--- config.mk ---
export PLATFORM = sky130hd
export DESIGN_NAME = uart_tx_arbiter
export DESIGN_NICKNAME = d
export VERILOG_FILES = /design/src/rtl/uart_arb_pkg.sv /design/src/rtl/uart_rr_pick.sv /design/src/rtl/uart_tx_arbiter.sv
export SDC_FILE = /design/constraint.sdc
export NUM_CORES = 1
export LEC_CHECK = 0
export ABC_AREA = 1
export BUFFER_PORTS_ARGS = -buffer_cell sky130_fd_sc_hd__buf_2
export CORE_MARGIN = 4
export CORE_UTILIZATION = 45
export CTS_CLUSTER_SIZE = 40
export DETAILED_ROUTE_END_ITERATION = 7
export PLACE_DENSITY = 0.78
export SLEW_MARGIN = 25
export SYNTH_ARGS = -nofsm -noshare
export SYNTH_HDL_FRONTEND = slang
export SYNTH_SLANG_ARGS = --single-unit
export TNS_END_PERCENT = 1
--- constraint.sdc ---
create_clock -name clk -period 3.95 [get_ports clk]
set_input_delay 0 -clock clk [delete_from_list [all_inputs] [get_ports clk]]
set_output_delay 0 -clock clk [all_outputs]
set_load 0.03 [all_outputs]
--- src/rtl/uart_arb_pkg.sv ---
// Shared constants for the UART transmit arbiter: FSM encoding and default parameters.
// Packet lock is built in when UART_ARB_PKT_LOCK_EN is defined.
package uart_arb_pkg;

    localparam logic [1:0] ST_IDLE  = 2'd0;
    localparam logic [1:0] ST_START = 2'd1;
    localparam logic [1:0] ST_BUSY  = 2'd2;

    localparam int unsigned N_REQ_DEF        = 4;
    localparam int unsigned DATA_W_DEF       = 8;
    localparam int unsigned BUSY_TIMEOUT_DEF = 16;

endpackage

--- src/rtl/uart_rr_pick.sv ---
// Combinational round-robin picker: first valid requester at or after the pointer,
// or only the lock holder while a packet lock is held.
module uart_rr_pick
    import uart_arb_pkg::*;
#(
    parameter int unsigned  N_REQ = N_REQ_DEF,
    localparam int unsigned ID_W  = $clog2(N_REQ)
) (
    input  logic [N_REQ-1:0] i_req_valid,
    input  logic [ID_W-1:0]  i_ptr,
    input  logic             i_lock_en,
    input  logic [ID_W-1:0]  i_holder,
    output logic [N_REQ-1:0] o_grant,
    output logic [ID_W-1:0]  o_grant_id,
    output logic             o_any_valid
);

    logic [ID_W:0]   w_sum;
    logic [ID_W-1:0] w_idx;

    always_comb begin
        o_grant     = '0;
        o_grant_id  = '0;
        o_any_valid = 1'b0;
        w_sum       = '0;
        w_idx       = '0;
        if (i_lock_en) begin
            if (i_req_valid[i_holder]) begin
                o_grant[i_holder] = 1'b1;
                o_grant_id        = i_holder;
                o_any_valid       = 1'b1;
            end
        end else begin
            for (int off = 0; off < int'(N_REQ); off++) begin
                // Wrap by subtraction so non-power-of-two N_REQ works.
                w_sum = {1'b0, i_ptr} + (ID_W+1)'(off);
                if (w_sum >= (ID_W+1)'(N_REQ)) begin
                    w_sum = w_sum - (ID_W+1)'(N_REQ);
                end
                w_idx = w_sum[ID_W-1:0];
                if (!o_any_valid && i_req_valid[w_idx]) begin
                    o_grant[w_idx] = 1'b1;
                    o_grant_id     = w_idx;
                    o_any_valid    = 1'b1;
                end
            end
        end
    end

endmodule

--- src/rtl/uart_tx_arbiter.sv ---
// Round-robin arbiter sharing one UART transmitter between N_REQ byte producers.
// Define UART_ARB_PKT_LOCK_EN to hold the grant on a requester until req_last.
module uart_tx_arbiter
    import uart_arb_pkg::*;
#(
    parameter int unsigned  N_REQ        = N_REQ_DEF,
    parameter int unsigned  DATA_W       = DATA_W_DEF,
    parameter int unsigned  BUSY_TIMEOUT = BUSY_TIMEOUT_DEF,
    localparam int unsigned ID_W         = $clog2(N_REQ)
) (
    input  logic                clk,
    input  logic                rst,
    input  logic [N_REQ-1:0]    req_valid,
    input  logic [N_REQ*DATA_W-1:0] req_data,
    input  logic [N_REQ-1:0]    req_last,
    output logic [N_REQ-1:0]    req_ready,
    output logic                o_tx_start,
    output logic [DATA_W-1:0]   o_tx_data,
    input  logic                i_tx_busy,
    output logic [ID_W-1:0]     o_grant_id,
    output logic                o_active,
    output logic                o_err_timeout
);

    localparam int unsigned     CNT_W    = $clog2(BUSY_TIMEOUT + 1);
    localparam logic [CNT_W-1:0] CNT_LAST = CNT_W'(BUSY_TIMEOUT - 1);
    localparam logic [CNT_W-1:0] CNT_MAX  = {CNT_W{1'b1}};

    logic [1:0]        r_state, w_state_nxt;
    logic [ID_W-1:0]   r_ptr, w_ptr_nxt;
    logic [CNT_W-1:0]  r_cnt, w_cnt_nxt;
    logic              r_tx_start, w_start_nxt;
    logic              r_err, w_err_nxt;
    logic [DATA_W-1:0] r_tx_data;
    logic [ID_W-1:0]   r_grant_id;

    logic [N_REQ-1:0]  w_grant;
    logic [ID_W-1:0]   w_pick_id;
    logic              w_any_valid;
    logic              w_xfer;
    logic              w_timeout;
    logic              w_lock_en;
    logic [DATA_W-1:0] w_pick_data;

    function automatic logic [ID_W-1:0] f_inc(input logic [ID_W-1:0] id);
        return (id == ID_W'(N_REQ - 1)) ? '0 : id + 1'b1;
    endfunction

    uart_rr_pick #(
        .N_REQ (N_REQ)
    ) u_pick (
        .i_req_valid (req_valid),
        .i_ptr       (r_ptr),
        .i_lock_en   (w_lock_en),
        .i_holder    (r_grant_id),
        .o_grant     (w_grant),
        .o_grant_id  (w_pick_id),
        .o_any_valid (w_any_valid)
    );

    assign w_xfer    = (r_state == ST_IDLE) && w_any_valid;
    assign w_timeout = (r_state == ST_START) && !i_tx_busy && (r_cnt >= CNT_LAST);

    always_comb begin
        w_pick_data = '0;
        for (int i = 0; i < int'(N_REQ); i++) begin
            if (ID_W'(i) == w_pick_id) begin
                w_pick_data = req_data[i*DATA_W +: DATA_W];
            end
        end
    end

`ifdef UART_ARB_PKT_LOCK_EN
    logic r_lock, w_lock_nxt;

    // The holder is always the last granted requester, so r_grant_id doubles as it.
    assign w_lock_en = r_lock;

    always_comb begin
        w_lock_nxt = r_lock;
        if (w_xfer) begin
            w_lock_nxt = ~req_last[w_pick_id];
        end else if (w_timeout) begin
            w_lock_nxt = 1'b0;
        end
    end

    always_ff @(posedge clk) begin
        if (rst) begin
            r_lock <= 1'b0;
        end else begin
            r_lock <= w_lock_nxt;
        end
    end
`else
    logic w_unused_last;

    assign w_unused_last = ^req_last;
    assign w_lock_en     = 1'b0;
`endif

    always_comb begin
        w_state_nxt = r_state;
        w_ptr_nxt   = r_ptr;
        w_cnt_nxt   = r_cnt;
        w_start_nxt = 1'b0;
        w_err_nxt   = 1'b0;
        case (r_state)
            ST_IDLE: begin
                if (w_xfer) begin
                    w_state_nxt = ST_START;
                    w_start_nxt = 1'b1;
                    w_cnt_nxt   = '0;
                    w_ptr_nxt   = f_inc(w_pick_id);
`ifdef UART_ARB_PKT_LOCK_EN
                    if (!req_last[w_pick_id]) begin
                        w_ptr_nxt = w_pick_id;
                    end
`endif
                end
            end
            ST_START: begin
                if (i_tx_busy) begin
                    w_state_nxt = ST_BUSY;
                end else if (w_timeout) begin
                    w_state_nxt = ST_IDLE;
                    w_err_nxt   = 1'b1;
                    w_ptr_nxt   = f_inc(r_grant_id);
                end else if (r_cnt != CNT_MAX) begin
                    w_cnt_nxt = r_cnt + 1'b1;
                end
            end
            ST_BUSY: begin
                if (!i_tx_busy) begin
                    w_state_nxt = ST_IDLE;
                end
            end
            default: w_state_nxt = ST_IDLE;
        endcase
    end

    always_ff @(posedge clk) begin
        if (rst) begin
            r_state    <= ST_IDLE;
            r_ptr      <= '0;
            r_cnt      <= '0;
            r_tx_start <= 1'b0;
            r_err      <= 1'b0;
            r_tx_data  <= '0;
            r_grant_id <= '0;
        end else begin
            r_state    <= w_state_nxt;
            r_ptr      <= w_ptr_nxt;
            r_cnt      <= w_cnt_nxt;
            r_tx_start <= w_start_nxt;
            r_err      <= w_err_nxt;
            if (w_xfer) begin
                r_tx_data  <= w_pick_data;
                r_grant_id <= w_pick_id;
            end
        end
    end

    assign req_ready     = (r_state == ST_IDLE) ? w_grant : '0;
    assign o_tx_start    = r_tx_start;
    assign o_tx_data     = r_tx_data;
    assign o_grant_id    = r_grant_id;
    assign o_active      = (r_state != ST_IDLE);
    assign o_err_timeout = r_err;

endmodule

==> metrics.csv, run 1 <==
stage,metric,value,unit
power,power_density,933,mW/mm^2
worst_setup_path,cp_top_family,simple AND/OR/NAND/NOR gates,
sta,max_freq,0.293,GHz
worst_setup_path,path_cells,inv_2 -> ha_1 -> inv_1 -> nand3_1 -> nand2_2 -> nor2_2 -> nand2_1 -> nand3_1 -> inv_1 -> nand2_1 -> inv_1 -> ha_1 -> nor2_2 -> nand2_1 -> nand2_1 -> o21ai_0 -> nand2_1 -> o21ai_0 -> nand2_1 -> nand2_1 -> nor2_1,
worst_setup_path,worstPathMaxFanout,11,
clock_network,cts-root-buf,clkbuf_8,
power,p_comb_share,75.3,%
detailed_routing,post_drt_wl_per_cell,10.4,um
detailed_routing,via_count,1904,
power,power.share.clock,7.2,%
sta,grt_setup_unrepaired,no,
status,status,"complete, no violations",
worst_setup_path,slowest_delay,0.57,ns
logic_synthesis,postSynthCellCount,291,
clock_network,tritoncts,built,
finish,syn_to_final_growth,19.5,%
sta,hold_viol_final,0,
finish,num_antenna_cells,0,
logic_synthesis,yosys_warnings,0,
global_route,grt.overflow.total,0,
global_route,grt_max_degree,18,
sta,setup_viol,0,
sta,finalCritPeriodShare,86.5,%
worst_setup_path,worstSetupPathType,flip-flop to flip-flop,
detailed_routing,drt-met1-wl,2.04,mm
worst_setup_path,path_buf_inv,4,
clock_network,path_clk_slew,0.08,ns
detailed_routing,initialDrtViolationCount,98,
worst_setup_path,reg2reg_from,r_ptr[0],
power,p_int,0.000850,W
floorplan,rows,22,
finish,fin_nets,405,
min_path,worstHoldPathType,input port to flip-flop,
worst_setup_path,worst_setup_path_start_kind,flip-flop,
sta,maxSlewHeadroom,62.0,%
power,swShare,56.9,%
floorplan,coreArea,0.00372,mm^2
clock_network,htree_levels,1,
floorplan,die_x,70.7,um
worst_setup_path,arrival,3.62,ns
power,switching_power,0.00112,W
clock_network,cts_inserted_buffers,3,
finish,fin_util,56.9,%
detailed_routing,wl_met3,261,um
worst_setup_path,rrSetupSlack,0.53,ns
detailed_routing,firstDrtPassIters,4,
detailed_routing,drc,0,
min_path,min_path_cells,3,
finish,nFillCells,389,
logic_synthesis,avgSynthCellArea,6.08,um^2
floorplan,die_area,0.00500,mm^2
logic_synthesis,yosysSeqAreaShare,23.8,%
worst_setup_path,setup.worst_path.end_class,flip-flop,
sta,final.min_clock_period,3.42,ns
finish,drive_above_1_share,22.0,%
run,cap_viol_max_count,0,
global_route,grt_pass1_vias,1796,
detailed_routing,drtAntennaViolNets,0,
global_route,grt_pass1_wl,7.38,mm
worst_setup_path,cpMostUsedCell,nand2_1,
clock_network,clock_latency,0.26,ns
clock_network,clock_path_buffers,2,
logic_synthesis,ys_ff_latch,21,
min_path,holdPathEnd,r_state[1],
sta,tns,0,ns
sta,worst_pin_slew,0.568,ns
min_path,hp-start,i_tx_busy,
floorplan,num_io_pins,60,
power,ir_drop,0.000541,V
sta,fin_skew,0.00340,ns
placed_design,gp_congestion,0.854,
detailed_routing,wirelength,4.09,mm
global_route,antenna_found_initial,0,
detailed_routing,vias_per_cell,4.84,
power,seqPwrFrac,17.5,%
clock_network,cts.sinks,21,
worst_setup_path,crit_path_top_delay_cell,dfxtp_1,
worst_setup_path,cp.required,4.15,ns
sta,drv_slew,0,
logic_synthesis,synth.distinct_cells,24,
logic_synthesis,syn-cell-area,0.00177,mm^2
global_route,gr-usage-all-layers,17.0,%
worst_setup_path,r2r_end,o_tx_data[5],
floorplan,die_h,70.7,um
detailed_routing,top_layer_used,met4,
power,power.leakage,1.21,nW
placed_design,port_buffers,55,
floorplan,start_util,47.6,%
logic_synthesis,synth_nets,350,
placed_design,dpl.hpwl,3.20,mm
worst_setup_path,reg2reg_depth,21,
detailed_routing,wl_met2,1.77,mm
## final cells by class
| type | instances | area [um^2] | area share, % |
|---|---|---|---|
| well taps | 48 | 60.1 | 2.84 |
| clock inverters | 1 | 5.00 | 0.237 |
| repair buffers | 56 | 285 | 13.5 |
| inverters | 33 | 126 | 5.98 |
| multi-input cells | 231 | 1170 | 55.6 |
| flip-flops and latches | 21 | 420 | 19.9 |
| clock buffers | 3 | 41.3 | 1.95 |
## layout by cell type, fill, tap and decap left out, drive strengths merged
| cell type | n |
|---|---|
| a22oi | 2 |
| nand3 | 28 |
| clkinv | 2 |
| a21oi | 19 |
| o21ai | 19 |
| clkbuf | 3 |
| or2 | 2 |
| buf | 55 |
| dfxtp | 21 |
| nand4 | 4 |
| nand2 | 98 |
| ha | 16 |
| inv | 32 |
| nor2 | 42 |
| dlygate4sd3 | 1 |
| nor3 | 1 |
## flip-flops by register name, indices dropped and copies added, names as in the netlist
register and cells:
r_ptr 2, o_grant_id 2, o_tx_start 1, o_tx_data 8
o_err_timeout 1, r_state 2, r_cnt 5
## through the flow
step	setup WS [ns]	instance area [um^2]	power [W]	hold slack, ns	std cells
2_1_floorplan	0.979	1770	0.00154	0.0691	291
3_3_place_gp	0.439	2050	0.00181	0.233	388
3_5_place_dp	0.441	2050	0.00182	0.239	388
4_1_cts	0.415	2110	0.00197	0.0238	393
5_1_grt	0.0497	2110	0.00224	0.0441	393
6_report	0.532	2110	0.00197	0.0241	393
## repair_timing
action | CTS | global route
hold endpoints to repair | 4 | 0
setup endpoints to repair | 0 | 7
hold buffers | 1 | 0
resized for setup | 0 | 1
buffers inserted | 0 | 0
## cells by family (layout without fill, tap and decap cells)
logic type,Yosys count,in the layout,share of synthesized area (%)
flip-flops,21,21,23.8
adder cells (fa/ha/maj),16,16,11.3
buffers and inverters,39,93,9.91
AO/OA/AOI/OAI,40,40,11.6
AND/OR/NAND/NOR,175,175,43.4
## worst min-delay path, stage by stage
cell	delay (ns)
buf_2	0.11
nand3_1	0.07
a21oi_1	0.06
## synthesized netlist by cell type
cell      instances  share of area, %
dfxtp_1          21                24
nand4_2           1              0.71
nand2_4           1              0.64
nor2_2            1              0.35
nand2_2           3               1.1
a21oi_1          19               5.4
o21ai_0          19               5.4
inv_1            30               6.4
nor2_1           39               8.3
nand3_2           3               1.7
ha_1             16                11
nand2_1          94                20
nor3_2            1              0.57
or2_2             2              0.71
inv_4             1              0.35
buf_6             2               1.3
nand4_1           3               1.1
clkbuf_1          3              0.64
buf_8             1              0.85
clkinv_1          1              0.21
a22oi_1           2              0.85
nor2_4            2               1.3
nand3_1          25               7.1
inv_2             1              0.21
## power groups by stage
| stage | combinational [W] | clock, W | sequential (W) |
|---|---|---|---|
| floorplan | 0.00112 | 0 | 0.000422 |
| global placement | 0.00146 | 0 | 0.000350 |
| detailed placement | 0.00147 | 0 | 0.000351 |
| CTS | 0.00148 | 0.000144 | 0.000347 |
| global route | 0.00172 | 0.000154 | 0.000361 |
| finish | 0.00148 | 0.000141 | 0.000346 |
## per-layer routing
metal	global-route usage (%)	vias up
met5	0	-
met4	2.51	0
li1	-	1036
met2	28.9	54
met1	22.5	812
met3	3.84	2
## worst max path at each step
stage,start,end,slack (ns),cells after the start
2_1_floorplan,r_ptr[0],o_tx_data[7],0.98,22
3_3_place_gp,r_ptr[0],o_tx_data[7],0.44,21
3_5_place_dp,r_ptr[0],o_tx_data[4],0.44,21
4_1_cts,r_ptr[0],o_tx_data[4],0.42,21
5_1_grt,r_ptr[0],o_tx_data[6],0.05,21
6_report,r_ptr[0],o_tx_data[5],0.53,21
(Power assumes the default switching activity.)
==> inputs of run 2 (changes only) <==
--- a/config.mk
+++ b/config.mk
@@ -7,10 +7,12 @@
 export LEC_CHECK = 0
 export ABC_AREA = 1
 export BUFFER_PORTS_ARGS = -buffer_cell sky130_fd_sc_hd__buf_2
+export CORE_ASPECT_RATIO = 1.4
 export CORE_MARGIN = 4
 export CORE_UTILIZATION = 45
 export CTS_CLUSTER_SIZE = 40
 export DETAILED_ROUTE_END_ITERATION = 7
+export HOLD_SLACK_MARGIN = 0.15
 export PLACE_DENSITY = 0.78
 export SLEW_MARGIN = 25
 export SYNTH_ARGS = -nofsm -noshare
==> metrics.csv, run 2 (synthesis results as in run 1) <==
stage,metric,value,unit
status,status,"complete, no violations",
floorplan,die_h,82.2,um
placed_design,pre_cts_slack,0.580,ns
placed_design,gp_congestion,0.847,
worst_setup_path,slowest_delay,0.47,ns
worst_setup_path,arrival,3.61,ns
sta,setup_viol,0,
sta,drv_slew,0,
detailed_routing,firstDrtPassIters,4,
power,ir_drop,0.000623,V
clock_network,clock_path_buffers,2,
global_route,grt_pass1_vias,1963,
placed_design,place_area,0.00206,mm^2
detailed_routing,initialDrtViolationCount,43,
clock_network,cts.sinks,21,
power,power.leakage,1.26,nW
finish,multi_input_area,0.00117,mm^2
detailed_routing,vias_per_cell,4.99,
clock_network,ctsResizeCount,0,
clock_network,htree_levels,1,
detailed_routing,post_drt_wl_per_cell,11.2,um
sta,fin_skew,0.00182,ns
finish,mostFrequentLayoutCell,nand2_1,
finish,design_area,0.00222,mm^2
worst_setup_path,cpMostUsedCell,nand2_1,
sta,maxSlewHeadroom,63.8,%
worst_setup_path,reg2reg_depth,21,
global_route,gr-usage-all-layers,20.1,%
sta,final.min_clock_period,3.40,ns
worst_setup_path,cp_top_family,simple AND/OR/NAND/NOR gates,
sta,max_freq,0.294,GHz
finish,fin_util,59.9,%
floorplan,rows,26,
clock_network,cts_inserted_buffers,3,
clock_network,clock_latency,0.27,ns
finish,final_cell_mix,"nand2_1, buf_2, nor2_1",
sta,finalCritPeriodShare,86.1,%
floorplan,num_io_pins,60,
clock_network,postCtsHoldBufs,11,
finish,num_antenna_cells,0,
clock_network,tritoncts,built,
sta,tns,0,ns
floorplan,start_util,47.7,%
placed_design,port_buffers,55,
global_route,antenna_found_initial,0,
worst_setup_path,cp_num_cells,21,
floorplan,coreArea,0.00371,mm^2
global_route,grt_max_degree,18,
worst_setup_path,worstPathMaxFanout,9,
finish,drive_above_1_share,21.6,%
worst_setup_path,path_buf_inv,4,
clock_network,cts-root-buf,clkbuf_8,
power,power_density,912,mW/mm^2
detailed_routing,via_count,1993,
finish,ff_latch_area,420,um^2
finish,syn_to_final_growth,25.6,%
detailed_routing,drtAntennaViolNets,0,
min_path,worstHoldPathType,input port to flip-flop,
finish,fin_nets,417,
placed_design,dpl.hpwl,3.33,mm
worst_setup_path,worstSetupPathType,flip-flop to flip-flop,
min_path,min_path_cells,7,
worst_setup_path,cp.required,4.16,ns
run,cap_viol_max_count,0,
finish,nFillCells,365,
floorplan,die_x,61.0,um
worst_setup_path,path_cells,inv_1 -> ha_1 -> inv_1 -> nand3_1 -> nand2_2 -> nor2_2 -> nand2_1 -> nand3_1 -> inv_1 -> nand2_1 -> inv_1 -> ha_1 -> nor2_1 -> nand2_1 -> nand2_1 -> o21ai_0 -> nand2_1 -> o21ai_0 -> nand2_1 -> nand2_1 -> nor2_1,
worst_setup_path,setup.worst_path.end_class,flip-flop,
clock_network,path_clk_slew,0.08,ns
global_route,grt_pass1_wl,7.89,mm
detailed_routing,wirelength,4.49,mm
global_route,grt.overflow.total,0,
sta,grt_setup_unrepaired,no,
clock_network,post_cts.repair.setup_buffers,0,
power,power,0.00202,W
finish,largest_reg_flops,8,
worst_setup_path,worst_setup_path_start_kind,flip-flop,
sta,worst_pin_slew,0.541,ns
detailed_routing,drc,0,
sta,fin_ws,0.549,ns
worst_setup_path,crit_path_top_delay_cell,dfxtp_1,
sta,hold_viol_final,0,
floorplan,die_area,0.00501,mm^2
## run 2: cell type report
class | instances | share of cell area, %
clock buffers | 3 | 1.86
repair buffers | 68 | 18.0
clock inverters | 1 | 0.338
inverters | 33 | 5.69
well taps | 42 | 2.37
flip-flops and latches | 21 | 18.9
multi-input cells | 231 | 52.8
## run 2: final timing paths
path / from / end / slack, ns
setup reg to reg: r_ptr[1] / o_tx_data[6] / 0.55
setup / recovery: r_ptr[1] / o_tx_data[6] / 0.55
hold reg to reg: r_cnt[3] / r_cnt[3] / 0.48
hold / removal: req_data[18] / o_tx_data[2] / 0.20
## run 2: routing by layer
metal	vias to the layer above	routed length (um)	track usage, %
met1	860	1830	21.7
li1	1060	-	-
met3	9	338	4.98
met2	64	2240	37.3
met4	0	75	6.72
met5	-	0	0
## run 2: per-stage QoR
stage,hold slack [ns],std cells
floorplan,0.0691,291
global placement,0.238,384
detailed placement,0.239,384
CTS,0.191,399
global route,0.271,399
finish,0.199,399
## run 2: report_power, final
group	internal [W]	total, W	switching (W)
combinational	0.000509	0.00154	0.00103
sequential	0.000285	0.000337	0.0000512
clock	0.0000714	0.000147	0.0000758
total	0.000866	0.00202	0.00116
## run 2: worst min-delay path, cell delays in order
cell	delay (ns)
buf_2	0.07
o21ai_0	0.07
nand2_1	0.05
o21ai_0	0.07
nand2_1	0.06
nand2_1	0.04
nor2_1	0.07
